$ cat src/rtl/cache_fill_fsm.sv
// cache_fill_fsm: cache miss fill sequencer.
// Issues one read per word of a block and steers returned words into the cache.
module cache_fill_fsm #(
    parameter int WORDS_PER_BLOCK = 8,
    localparam int IW = $clog2(WORDS_PER_BLOCK)
) (
    input  logic          clk,
    input  logic          rst,
    input  logic          miss_detected,
    input  logic [15:0]   miss_address,
    input  logic [15:0]   memory_data,
    input  logic          memory_data_valid,
    output logic          fsm_busy,
    output logic          memory_read,
    output logic [15:0]   memory_address,
    output logic          write_data_array,
    output logic          write_tag_array,
    output logic [IW-1:0] word_index,
    output logic [15:0]   fill_data,
    output logic [15:0]   fill_base
);

    // Reject block sizes that are not a power of two or smaller than two words.
    if ((WORDS_PER_BLOCK < 2) ||
        ((WORDS_PER_BLOCK & (WORDS_PER_BLOCK - 1)) != 0) ||
        (IW + 2 > 16)) begin : g_bad_param
        $error("cache_fill_fsm: WORDS_PER_BLOCK must be a power of 2, >= 2");
    end

    typedef enum logic {
        ST_IDLE = 1'b0,
        ST_FILL = 1'b1
    } state_t;

    // Byte offset mask within a block (block is 2 bytes per word).
    localparam logic [15:0]   LP_OFS_MASK = 16'(2 * WORDS_PER_BLOCK - 1);
    localparam logic [IW:0]   LP_WORDS    = (IW + 1)'(WORDS_PER_BLOCK);
    localparam logic [IW-1:0] LP_LAST     = IW'(WORDS_PER_BLOCK - 1);

    state_t        r_state;
    state_t        w_next_state;
    logic [IW:0]   r_issue_cnt;
    logic [IW-1:0] r_recv_cnt;
    logic [15:0]   r_fill_base;

    logic          w_miss_accept;
    logic          w_issue_active;
    logic          w_recv;
    logic          w_last;
    logic [15:0]   w_miss_base;
    logic [15:0]   w_issue_offset;

    // A miss is only honoured while idle; FILL ignores the request lines.
    assign w_miss_accept  = (r_state == ST_IDLE) && miss_detected;
    assign w_issue_active = (r_state == ST_FILL) && (r_issue_cnt < LP_WORDS);
    assign w_recv         = (r_state == ST_FILL) && memory_data_valid;
    assign w_last         = w_recv && (r_recv_cnt == LP_LAST);
    assign w_miss_base    = miss_address & ~LP_OFS_MASK;
    assign w_issue_offset = 16'({r_issue_cnt, 1'b0});

    // State register with asynchronous reset.
    always_ff @(posedge clk or posedge rst) begin
        if (rst) begin
            r_state <= ST_IDLE;
        end else begin
            r_state <= w_next_state;
        end
    end

    // Next-state logic: leave FILL only on the final returned word.
    always_comb begin
        w_next_state = r_state;
        unique case (r_state)
            ST_IDLE: begin
                if (miss_detected) begin
                    w_next_state = ST_FILL;
                end
            end
            ST_FILL: begin
                if (w_last) begin
                    w_next_state = ST_IDLE;
                end
            end
            default: begin
                w_next_state = ST_IDLE;
            end
        endcase
    end

    // Block base latch plus independent request and return counters.
    always_ff @(posedge clk or posedge rst) begin
        if (rst) begin
            r_fill_base <= '0;
            r_issue_cnt <= '0;
            r_recv_cnt  <= '0;
        end else if (w_miss_accept) begin
            r_fill_base <= w_miss_base;
            r_issue_cnt <= '0;
            r_recv_cnt  <= '0;
        end else begin
            if (w_issue_active) begin
                r_issue_cnt <= r_issue_cnt + 1'b1;
            end
            if (w_recv) begin
                r_recv_cnt <= r_recv_cnt + 1'b1;
            end
        end
    end

    // Output decode; everything but base and data is quiet outside FILL.
    always_comb begin
        fsm_busy         = (r_state == ST_FILL);
        memory_read      = w_issue_active;
        memory_address   = '0;
        write_data_array = w_recv;
        write_tag_array  = w_last;
        word_index       = '0;
        if (w_issue_active) begin
            memory_address = r_fill_base + w_issue_offset;
        end
        if (w_recv) begin
            word_index = r_recv_cnt;
        end
    end

    assign fill_data = memory_data;
    assign fill_base = r_fill_base;

endmodule

$ cat config.mk
export PLATFORM = sky130hd
export DESIGN_NAME = cache_fill_fsm
export DESIGN_NICKNAME = d
export VERILOG_FILES = /design/src/rtl/cache_fill_fsm.sv
export SDC_FILE = /design/constraint.sdc
export NUM_CORES = 1
export LEC_CHECK = 0
export BUFFER_PORTS_ARGS = -buffer_cell sky130_fd_sc_hd__buf_2
export CAP_MARGIN = 20
export CORE_ASPECT_RATIO = 1.75
export CORE_MARGIN = 1
export CORE_UTILIZATION = 42
export CTS_BUF_LIST = sky130_fd_sc_hd__clkbuf_16
export CTS_CLUSTER_SIZE = 20
export DETAILED_ROUTE_END_ITERATION = 7
export PLACE_DENSITY = 0.77
export SETUP_SLACK_MARGIN = 0.05
export SLEW_MARGIN = 30
export SYNTH_ARGS = -nofsm -noshare
export SYNTH_HDL_FRONTEND = slang
export SYNTH_SLANG_ARGS = --single-unit
export TNS_END_PERCENT = 1
$ cat constraint.sdc
create_clock -name clk -period 4.7 [get_ports clk]
set_input_delay 0.47 -clock clk [delete_from_list [all_inputs] [get_ports clk]]
set_output_delay 0.47 -clock clk [all_outputs]
set_load 0.03 [all_outputs]
==> reports/results.txt, run 1 <==
status -> finished with violations
failing checks -> DRC
CTS resizes -> 0
GPL Wtd Cong -> 0.679
Final nets -> 211
vias in the first global route -> 1123
reg2reg path depth -> 3
LEAKAGE -> 0.000769 uW
clock buffer depth -> 2
placed insts -> 193
H-tree levels -> 1
First-pass DRT Iterations -> 8
FF-to-FF End -> fill_base[9]$_DFFE_PP0P_
post-synth top area share -> 0.382
die area -> 0.00335 mm2
Fmax achieved -> 392 MHz
Ant. Diodes -> 0
min Tclk post-route -> 2550 ps
min-delay worst type -> input pin to asynchronous set/reset pin
CTS tree -> built
Max Fanout on Critical Path -> 8
Setup Buffers After CTS -> 0
crit path from -> r_issue_cnt[3]$_DFFE_PP0P_
Ports -> 91
Post-route DRC -> 9
CTS Sinks -> 20
worst skew pair latency -> 250 ps
most frequent cell after synthesis -> buf_4
antenna violations before repair -> 0
1st-iter DRT viols -> 28
reg2reg setup slack -> 2730 ps
critical path endpoint category -> primary output
Arr. time, crit path -> 2080 ps
Worst Path Required -> 4230 ps
mux contribution to synthesized area -> 0.0860
register bit total from synthesis -> 20
Worst setup SP type -> flip-flop
final period utilization -> 0.543
Worst VDD drop -> 367 uV
clk root buf -> clkbuf_16
Mean Syn Cell Area -> 9.62 um2
global route overflow -> 0
top_reg_cell synth -> dfrtp_1
Least-Margin Pin Slew -> 883 ps
Max Slew Vio Count -> 0
hpwl dp -> 2.37 mm
Power Density -> 814 mW/mm2
core box area -> 0.00293 mm2
# Max-Cap Violations -> 0
ys async rst share -> 1.00
compound-cell area share of the yosys netlist -> 0.101
Critical Path End -> memory_address[15]
row count -> 26
Mapped Area -> 0.00131 mm2
Hold-fix buffers, CTS -> 0
sequential share of the synthesized area -> 0.382
Final TNS setup -> 0 ps
first-pass GRT wire length -> 4.83 mm
# port buffers -> 49
Vias -> 1102
Setup Crit Path Kind -> flip-flop to primary output
Hold Fails Final Rpt -> 0
total global-route track usage -> 0.194
final setup violation count -> 0
final setup skew -> 1.07 ps
Synth Area in Adders -> 0.0478
die outline height -> 75.8 um
EDFF count, synth -> 0
fillers -> 290
Num CTS Buffers -> 3
Commonest cells post-synth -> 21 x buf_4, 20 x dfrtp_1, 11 x nor2_1, 10 x mux2_2, 7 x a21oi_1
Synth Warn # -> 0
XOR/XNOR share of the synthesized area -> 0.0468
Synth Area in Simple Gates -> 0.185
final WL -> 3.12 mm
slew margin rel. -> 0.410
Synth area leader -> dfrtp_1
DR vias/cell -> 5.59
cells after synthesis -> 136
Layout Cells excl Fill -> 197
Clock transition at path regs -> 50 ps
area grow syn2layout -> 15.8%
largest family of logic cells by synthesized area -> simple AND/OR/NAND/NOR gates
Netlist cell types -> 31
layout cells sized above 1 -> 0.396
die extent in x -> 44.2 um
FF-to-FF Start -> fsm_busy$_DFF_PP0_
Initial Util -> 0.447
largest cells by area after synthesis -> dfrtp_1 38%, buf_4 12%, mux2_2 8.6%
largest net degree at the start of global routing -> 21
Post-DRT Antenna Nets -> 0
drt wl/cell -> 15.8 um
setup repair after global routing missed its margin -> no
## cell type report
type	count	area, um2	area share
clock inverters	1	3.75	0.00248
well taps	28	35.0	0.0231
inverters	5	18.8	0.0124
flip-flops and latches	20	500	0.330
repair buffers	50	253	0.167
clock buffers	3	75.1	0.0495
multi-input cells	90	629	0.415
## where the power goes
part,total (uW),internal (uW),leakage (uW),switching [uW]
Clock,174,113,0.0000385,60.9
Sequential,374,257,0.000239,117
Combinational,686,235,0.000492,451
Total,1230,605,0.000769,628
## cells by family (layout without fill, tap and decap cells)
logic type,Yosys count,in the layout
xor gates and xnor gates,7,7
and+or+nand+nor,42,42
adders and majority gates,5,5
muxes,10,10
buffers and inverters,30,59
DFF,20,20
AOI/OAI and AO/OA,21,21
other,1,5
## cells in the final DEF (no fill, tap or decap)
cell	synthesis	final
and3_1	4	4
inv_1	4	4
xnor2_1	4	4
nand2b_1	1	1
buf_2	2	49
clkinv_1	0	1
or3_1	2	2
ha_1	5	5
buf_4	21	1
nand4_1	1	1
nand3_1	2	2
nand4_2	2	2
nor2_1	11	11
inv_2	1	1
o21a_1	2	2
o21ai_0	4	4
xor2_1	3	3
a31oi_1	1	1
nor2b_1	1	1
mux2_2	10	10
nand2_1	5	5
conb_1	1	5
o31ai_1	4	4
a22o_1	3	3
clkbuf_16	0	3
and2_1	6	6
a21oi_1	7	7
nor3_1	1	1
or4_1	4	4
dfrtp_1	20	20
nand3_2	1	1
nand3b_1	1	1
## critical path: stages, from the launching register on
cell and delay (ps):
dfrtp_1 420, ha_1 260, nand4_2 240, or4_1 530, a21oi_1 150, buf_2 220
## flip-flops by register name, summed over array words and instances (netlist names)
signal       cells
fsm_busy         1
r_recv_cnt       3
r_issue_cnt      4
fill_base       12
## worst min-delay path by stage
| stage | end | slack, ps | depth (start not counted) |
|---|---|---|---|
| after floorplan | fill_base[10]$_DFFE_PP0P_ | 430 | 1 |
| after global placement | r_recv_cnt[1]$_DFFE_PP0P_ | 510 | 1 |
| after detailed placement | r_recv_cnt[1]$_DFFE_PP0P_ | 530 | 1 |
| after CTS | r_issue_cnt[0]$_DFFE_PP0P_ | 370 | 2 |
| after global routing | r_issue_cnt[0]$_DFFE_PP0P_ | 410 | 2 |
| final | r_issue_cnt[0]$_DFFE_PP0P_ | 340 | 2 |
## stage by stage
stage	hold slack [ps]	total power [uW]	util	instance area [um2]	setup WS (ps)
2_1_floorplan	434	887	-	1320	2240
3_3_place_gp	507	1030	0.491	1440	2490
3_5_place_dp	530	1060	0.491	1440	2440
4_1_cts	371	1240	0.518	1520	2140
5_1_grt	406	1310	0.518	1520	2080
6_report	337	1230	0.518	1520	2150
## layer usage
layer	GRT usage	up-vias	wire length [um]
met1	0.190	530	1050
met4	0.152	0	112
met2	0.346	51	1700
li1	-	508	-
met3	0.0379	13	255
met5	0	-	0
(Power assumes the default switching activity.)
==> inputs of run 2 (changes only) <==
ABC_AREA = 1   (was unset)
PLACE_DENSITY = 0.76   (was 0.77)
clock period = 2.5 ns   (was 4.7 ns; I/O delays follow)
==> reports/results.txt, run 2 <==
critical path endpoint category -> primary output
Max Fanout on Critical Path -> 6
Ports -> 91
global route overflow -> 0
Initial Util -> 0.439
Num CTS Buffers -> 3
min-delay worst type -> input pin to asynchronous set/reset pin
CTS Sinks -> 20
# port buffers -> 49
# Max-Cap Violations -> 0
min Tclk post-route -> 1920 ps
die outline height -> 77.8 um
row count -> 27
final setup skew -> 2.18 ps
final setup violation count -> 0
Hold Fails Final Rpt -> 0
setup repair after global routing missed its margin -> no
total global-route track usage -> 0.187
register bit total from synthesis -> 20
post-layout util -> 0.511
most frequent cell after synthesis -> nand2_1
Clock transition at path regs -> 50 ps
largest net degree at the start of global routing -> 21
placed insts -> 264
Least-Margin Pin Slew -> 780 ps
Mapped Area -> 0.00138 mm2
Power Density -> 1530 mW/mm2
H-tree levels -> 1
Ant. Diodes -> 0
Final TNS setup -> 0 ps
Worst VDD drop -> 848 uV
post-synth top area share -> 0.363
Routed met1 length -> 1.17 mm
Total Power -> 2460 uW
Synth Warn # -> 0
setup slack after placement -> 854 ps
top_reg_cell synth -> dfrtp_1
First-pass DRT Iterations -> 4
clock buffer depth -> 2
1st-iter DRT viols -> 7
setup ws final -> 581 ps
Setup Crit Path Kind -> flip-flop to primary output
die extent in x -> 45.3 um
Setup Buffers After CTS -> 0
hpwl dp -> 2.26 mm
CTS resizes -> 0
vias in the first global route -> 1205
Max Slew Vio Count -> 0
Worst Path Required -> 2250 ps
first-pass GRT wire length -> 4.89 mm
GPL Wtd Cong -> 0.777
Mean Syn Cell Area -> 7.23 um2
Final nets -> 267
commonest non-fill, non-tap cell in the layout -> nand2_1
LEAKAGE -> 0.000909 uW
cells after synthesis -> 191
worst skew pair latency -> 250 ps
antenna violations before repair -> 0
Top Metal Used -> met4
Synth area leader -> dfrtp_1
Layout Cells excl Fill -> 268
slew margin rel. -> 0.480
metal3 WL -> 143 um
ys async rst share -> 1.00
Vias -> 1243
most frequent cells in the layout -> 52 x nand2_1, 49 x buf_2, 24 x inv_1
clk root buf -> clkbuf_16
Fmax achieved -> 521 MHz
Commonest cells post-synth -> 52 x nand2_1, 24 x inv_1, 22 x buf_4, 20 x dfrtp_1, 17 x nor2_1
Hold-fix buffers, CTS -> 0
Largest register FFs -> 12
drt wl/cell -> 10.8 um
Netlist cell types -> 21
wire length on met2 -> 1.53 mm
sequential share of the synthesized area -> 0.363
Post-DRT Antenna Nets -> 0
largest cells by area after synthesis -> dfrtp_1 36%, nand2_1 14%, buf_4 12%
core box area -> 0.00314 mm2
die area -> 0.00353 mm2
Arr. time, crit path -> 1670 ps
final WL -> 2.89 mm
EDFF count, synth -> 0
DR vias/cell -> 4.64
Worst setup SP type -> flip-flop
status -> completed
layout cells sized above 1 -> 0.298
CTS tree -> built
final period utilization -> 0.768
area grow syn2layout -> 16.3%
Post-route DRC -> 0
run 2: cell count changes in the layout (fill, tap and decap cells not counted), moves of 4 or more:
| cell | before | now |
|---|---|---|
| inv_1 | 4 | 24 |
| or4_1 | 4 | 0 |
| and2_1 | 6 | 0 |
| nand2_1 | 5 | 52 |
| o31ai_1 | 4 | 0 |
| and3_1 | 4 | 0 |
| o21ai_1 | 0 | 10 |
| mux2_2 | 10 | 0 |
| nor2_1 | 11 | 17 |
| nor2_4 | 0 | 4 |
run 2: cell type report:
class                           instances  area, um2
Fill cell                             345       1540
Multi-Input combinational cell        124        618
Sequential cell                        20        500
Timing Repair Buffer                   50        253
Inverter                               27        101
Clock buffer                            3       75.1
Tap cell                               43       53.8
Clock inverter                          1       3.75
run 2: worst max-delay path, stage by stage, from the launching register on:
cell     delay [ps]
dfrtp_1         450
ha_1            200
nand2_2          90
nor2_4          190
nand3_1          90
nand2_1          60
nand2_1          50
nor2_2           80
buf_2           200
run 2: routing by layer:
metal,vias to the layer above,global-route usage
li1,635,-
met3,7,0.0349
met5,-,0
met4,0,0.0879
met1,564,0.196
met2,37,0.335
run 2: kinds of logic (layout without fill, tap and decap cells):
kind of cell,count (synthesis),after routing,synth area share
buf+inv,51,81,0.200
compound gates,24,24,0.0888
other cells,1,5,0.00272
simple gates,89,89,0.294
xor+xnor,1,1,0.00635
fa+ha+maj,5,5,0.0453
flops,20,20,0.363
run 2: worst paths after layout:
kind	from	endpoint	slack [ps]	depth (start not counted)
worst max-delay path	r_issue_cnt[3]$_DFFE_PP0P_	memory_address[12]	580	8
worst min-delay path	rst	fsm_busy$_DFF_PP0_	140	2
worst max register to register	r_issue_cnt[3]$_DFFE_PP0P_	r_issue_cnt[3]$_DFFE_PP0P_	1220	5
worst min register to register	fill_base[4]$_DFFE_PP0P_	fill_base[4]$_DFFE_PP0P_	540	2
max in group asynchronous	rst	fill_base[12]$_DFFE_PP0P_	1880	2
min in group clk	miss_address[8]	fill_base[8]$_DFFE_PP0P_	190	3
run 2: through the flow:
step	cell area, um2	hold WS, ps
finish	1610	137
global route	1610	200
CTS	1610	171
detailed placement	1530	437
global placement	1530	445
floorplan	1400	214
run 2: power breakdown:
| group | total (uW) | leakage [uW] | switching, uW | internal [uW] |
|---|---|---|---|---|
| Clock | 326 | 0.0000385 | 113 | 213 |
| Combinational | 1470 | 0.000631 | 1040 | 426 |
| Sequential | 669 | 0.000240 | 182 | 487 |
==> inputs of run 3 (changes only) <==
CORE_UTILIZATION = 38   (was 42)
PLACE_DENSITY = 0.73   (was 0.76)
clock period = 1.7 ns   (was 2.5 ns; I/O delays follow)
==> reports/results.txt, run 3 (synthesized netlist as in run 2, its figures left out) <==
CTS tree -> built
status -> finished with violations
DR vias/cell -> 4.58
Power Density -> 2240 mW/mm2
Min Hold Slack -> 113 ps
clock share of power -> 0.125
Max Slew Vio Count -> 0
LEAKAGE -> 0.000947 uW
die outline height -> 81.7 um
first-pass GRT wire length -> 4.62 mm
P_int -> 1830 uW
clock buffer depth -> 2
core box area -> 0.00343 mm2
row count -> 28
Hold Fails Final Rpt -> 0
fillers -> 389
Vias -> 1268
slowest CP cell -> dfrtp_1
vias in the first global route -> 1115
final setup skew -> 2.19 ps
delay-heaviest family, CP -> simple AND/OR/NAND/NOR gates
CTS Sinks -> 20
# Max-Cap Violations -> 0
commonest non-fill, non-tap cell in the layout -> nand2_1
Worst Path Required -> 1530 ps
Critical path buffers and inverters -> 2
drt wl/cell -> 10.7 um
setup repair after global routing missed its margin -> yes
Num CTS Buffers -> 3
Arr. time, crit path -> 1540 ps
final WL -> 2.95 mm
final setup violation count -> 1
Max Fanout on Critical Path -> 7
GPL Wtd Cong -> 0.727
Worst setup SP type -> flip-flop
Largest register FFs -> 12
failing checks -> setup timing
min Tclk post-route -> 1710 ps
hpwl dp -> 2.22 mm
Post-route DRC -> 0
die area -> 0.00389 mm2
Seq pwr share -> 0.253
most frequent cells in the layout -> 52 x nand2_1, 40 x buf_2, 24 x inv_1
antenna violations before repair -> 0
min-delay worst type -> input pin to flip-flop
area grow syn2layout -> 24.0%
Switching Share -> 0.523
setup slack after placement -> 143 ps
CP cell instances -> ha_2 > nand2_2 > nor2_4 > nand3_1 > nand2_1 > inv_1 > nor2_2 > buf_6
die extent in x -> 47.6 um
1st-iter DRT viols -> 25
post-layout util -> 0.499
Final nets -> 274
CP peak stage delay -> 380 ps
dpl cell area -> 0.00154 mm2
total global-route track usage -> 0.164
Clock transition at path regs -> 50 ps
Worst VDD drop -> 1000 uV
final period utilization -> 1.01
Comb power frac -> 0.623
Ports -> 91
First-pass DRT Iterations -> 4
Ant. Diodes -> 0
critical path endpoint category -> primary output
Post-DRT Antenna Nets -> 0
Psw -> 2000 uW
design area -> 0.00171 mm2
largest net degree at the start of global routing -> 21
H-tree levels -> 1
global route overflow -> 0
clk root buf -> clkbuf_16
layout cells sized above 1 -> 0.332
Initial Util -> 0.402
Fmax achieved -> 585 MHz
worst skew pair latency -> 250 ps
# port buffers -> 49
setup ws final -> -9.19 ps
Setup Crit Path Kind -> flip-flop to primary output
## run 3: changes by cell type in the layout (fill, tap and decap cells not counted), sizes merged
cell	change
dlygate4sd3	+1
buf	+6
## run 3: power groups by stage
stage               sequential [uW]  clock [uW]  combinational [uW]
floorplan                      1240           0                1440
global placement                983           0                2150
detailed placement              988           0                2180
CTS                             968         490                2370
global route                   1010         512                2660
finish                          968         477                2390
## run 3: repair_timing
item,CTS,global route
setup endpoints to repair,12,12
hold buffers,1,0
endpoints found under the hold margin,20,0
pin swaps,7,3
resized for setup,11,6
setup buffers,5,0
## run 3: final cells by class
class,count,area [um2],share of cell area
inverters,27,101,0.0592
well taps,45,56.3,0.0329
clock buffers,3,75.1,0.0439
flip-flops and latches,20,500,0.292
clock inverters,1,3.75,0.00219
repair buffers,57,345,0.202
multi-input cells,124,629,0.368
## run 3: worst paths after layout
path	slack [ps]	startpoint	cells after the start	end
worst max-delay path	-9	fill_base[4]$_DFFE_PP0P_	8	memory_address[13]
worst max register to register	480	r_issue_cnt[3]$_DFFE_PP0P_	6	r_issue_cnt[3]$_DFFE_PP0P_
worst min register to register	550	r_recv_cnt[2]$_DFFE_PP0P_	2	r_recv_cnt[2]$_DFFE_PP0P_
min in group asynchronous	490	rst	4	r_issue_cnt[1]$_DFFE_PP0P_
worst min-delay path	110	miss_address[4]	3	fill_base[4]$_DFFE_PP0P_
max in group asynchronous	990	rst	4	fill_base[5]$_DFFE_PP0P_
## run 3: worst min-delay path: stages
cell and delay (ps):
buf_2 70, nand2_1 40, nand2_1 40
## run 3: metal layers
layer,part of all wire,vias to the layer above,GRT usage
li1,-,648,-
met4,0.017,0,0.0750
met1,0.40,577,0.174
met3,0.058,6,0.0242
met5,0,-,0
met2,0.53,37,0.299
## run 3: stage by stage
stage          power, uW  cells  TNS (ps)
2_1_floorplan       2680    195      -186
3_3_place_gp        3140    267         0
3_5_place_dp        3170    267         0
4_1_cts             3830    277     -60.2
5_1_grt             4190    277      -689
6_report            3830    277     -9.19
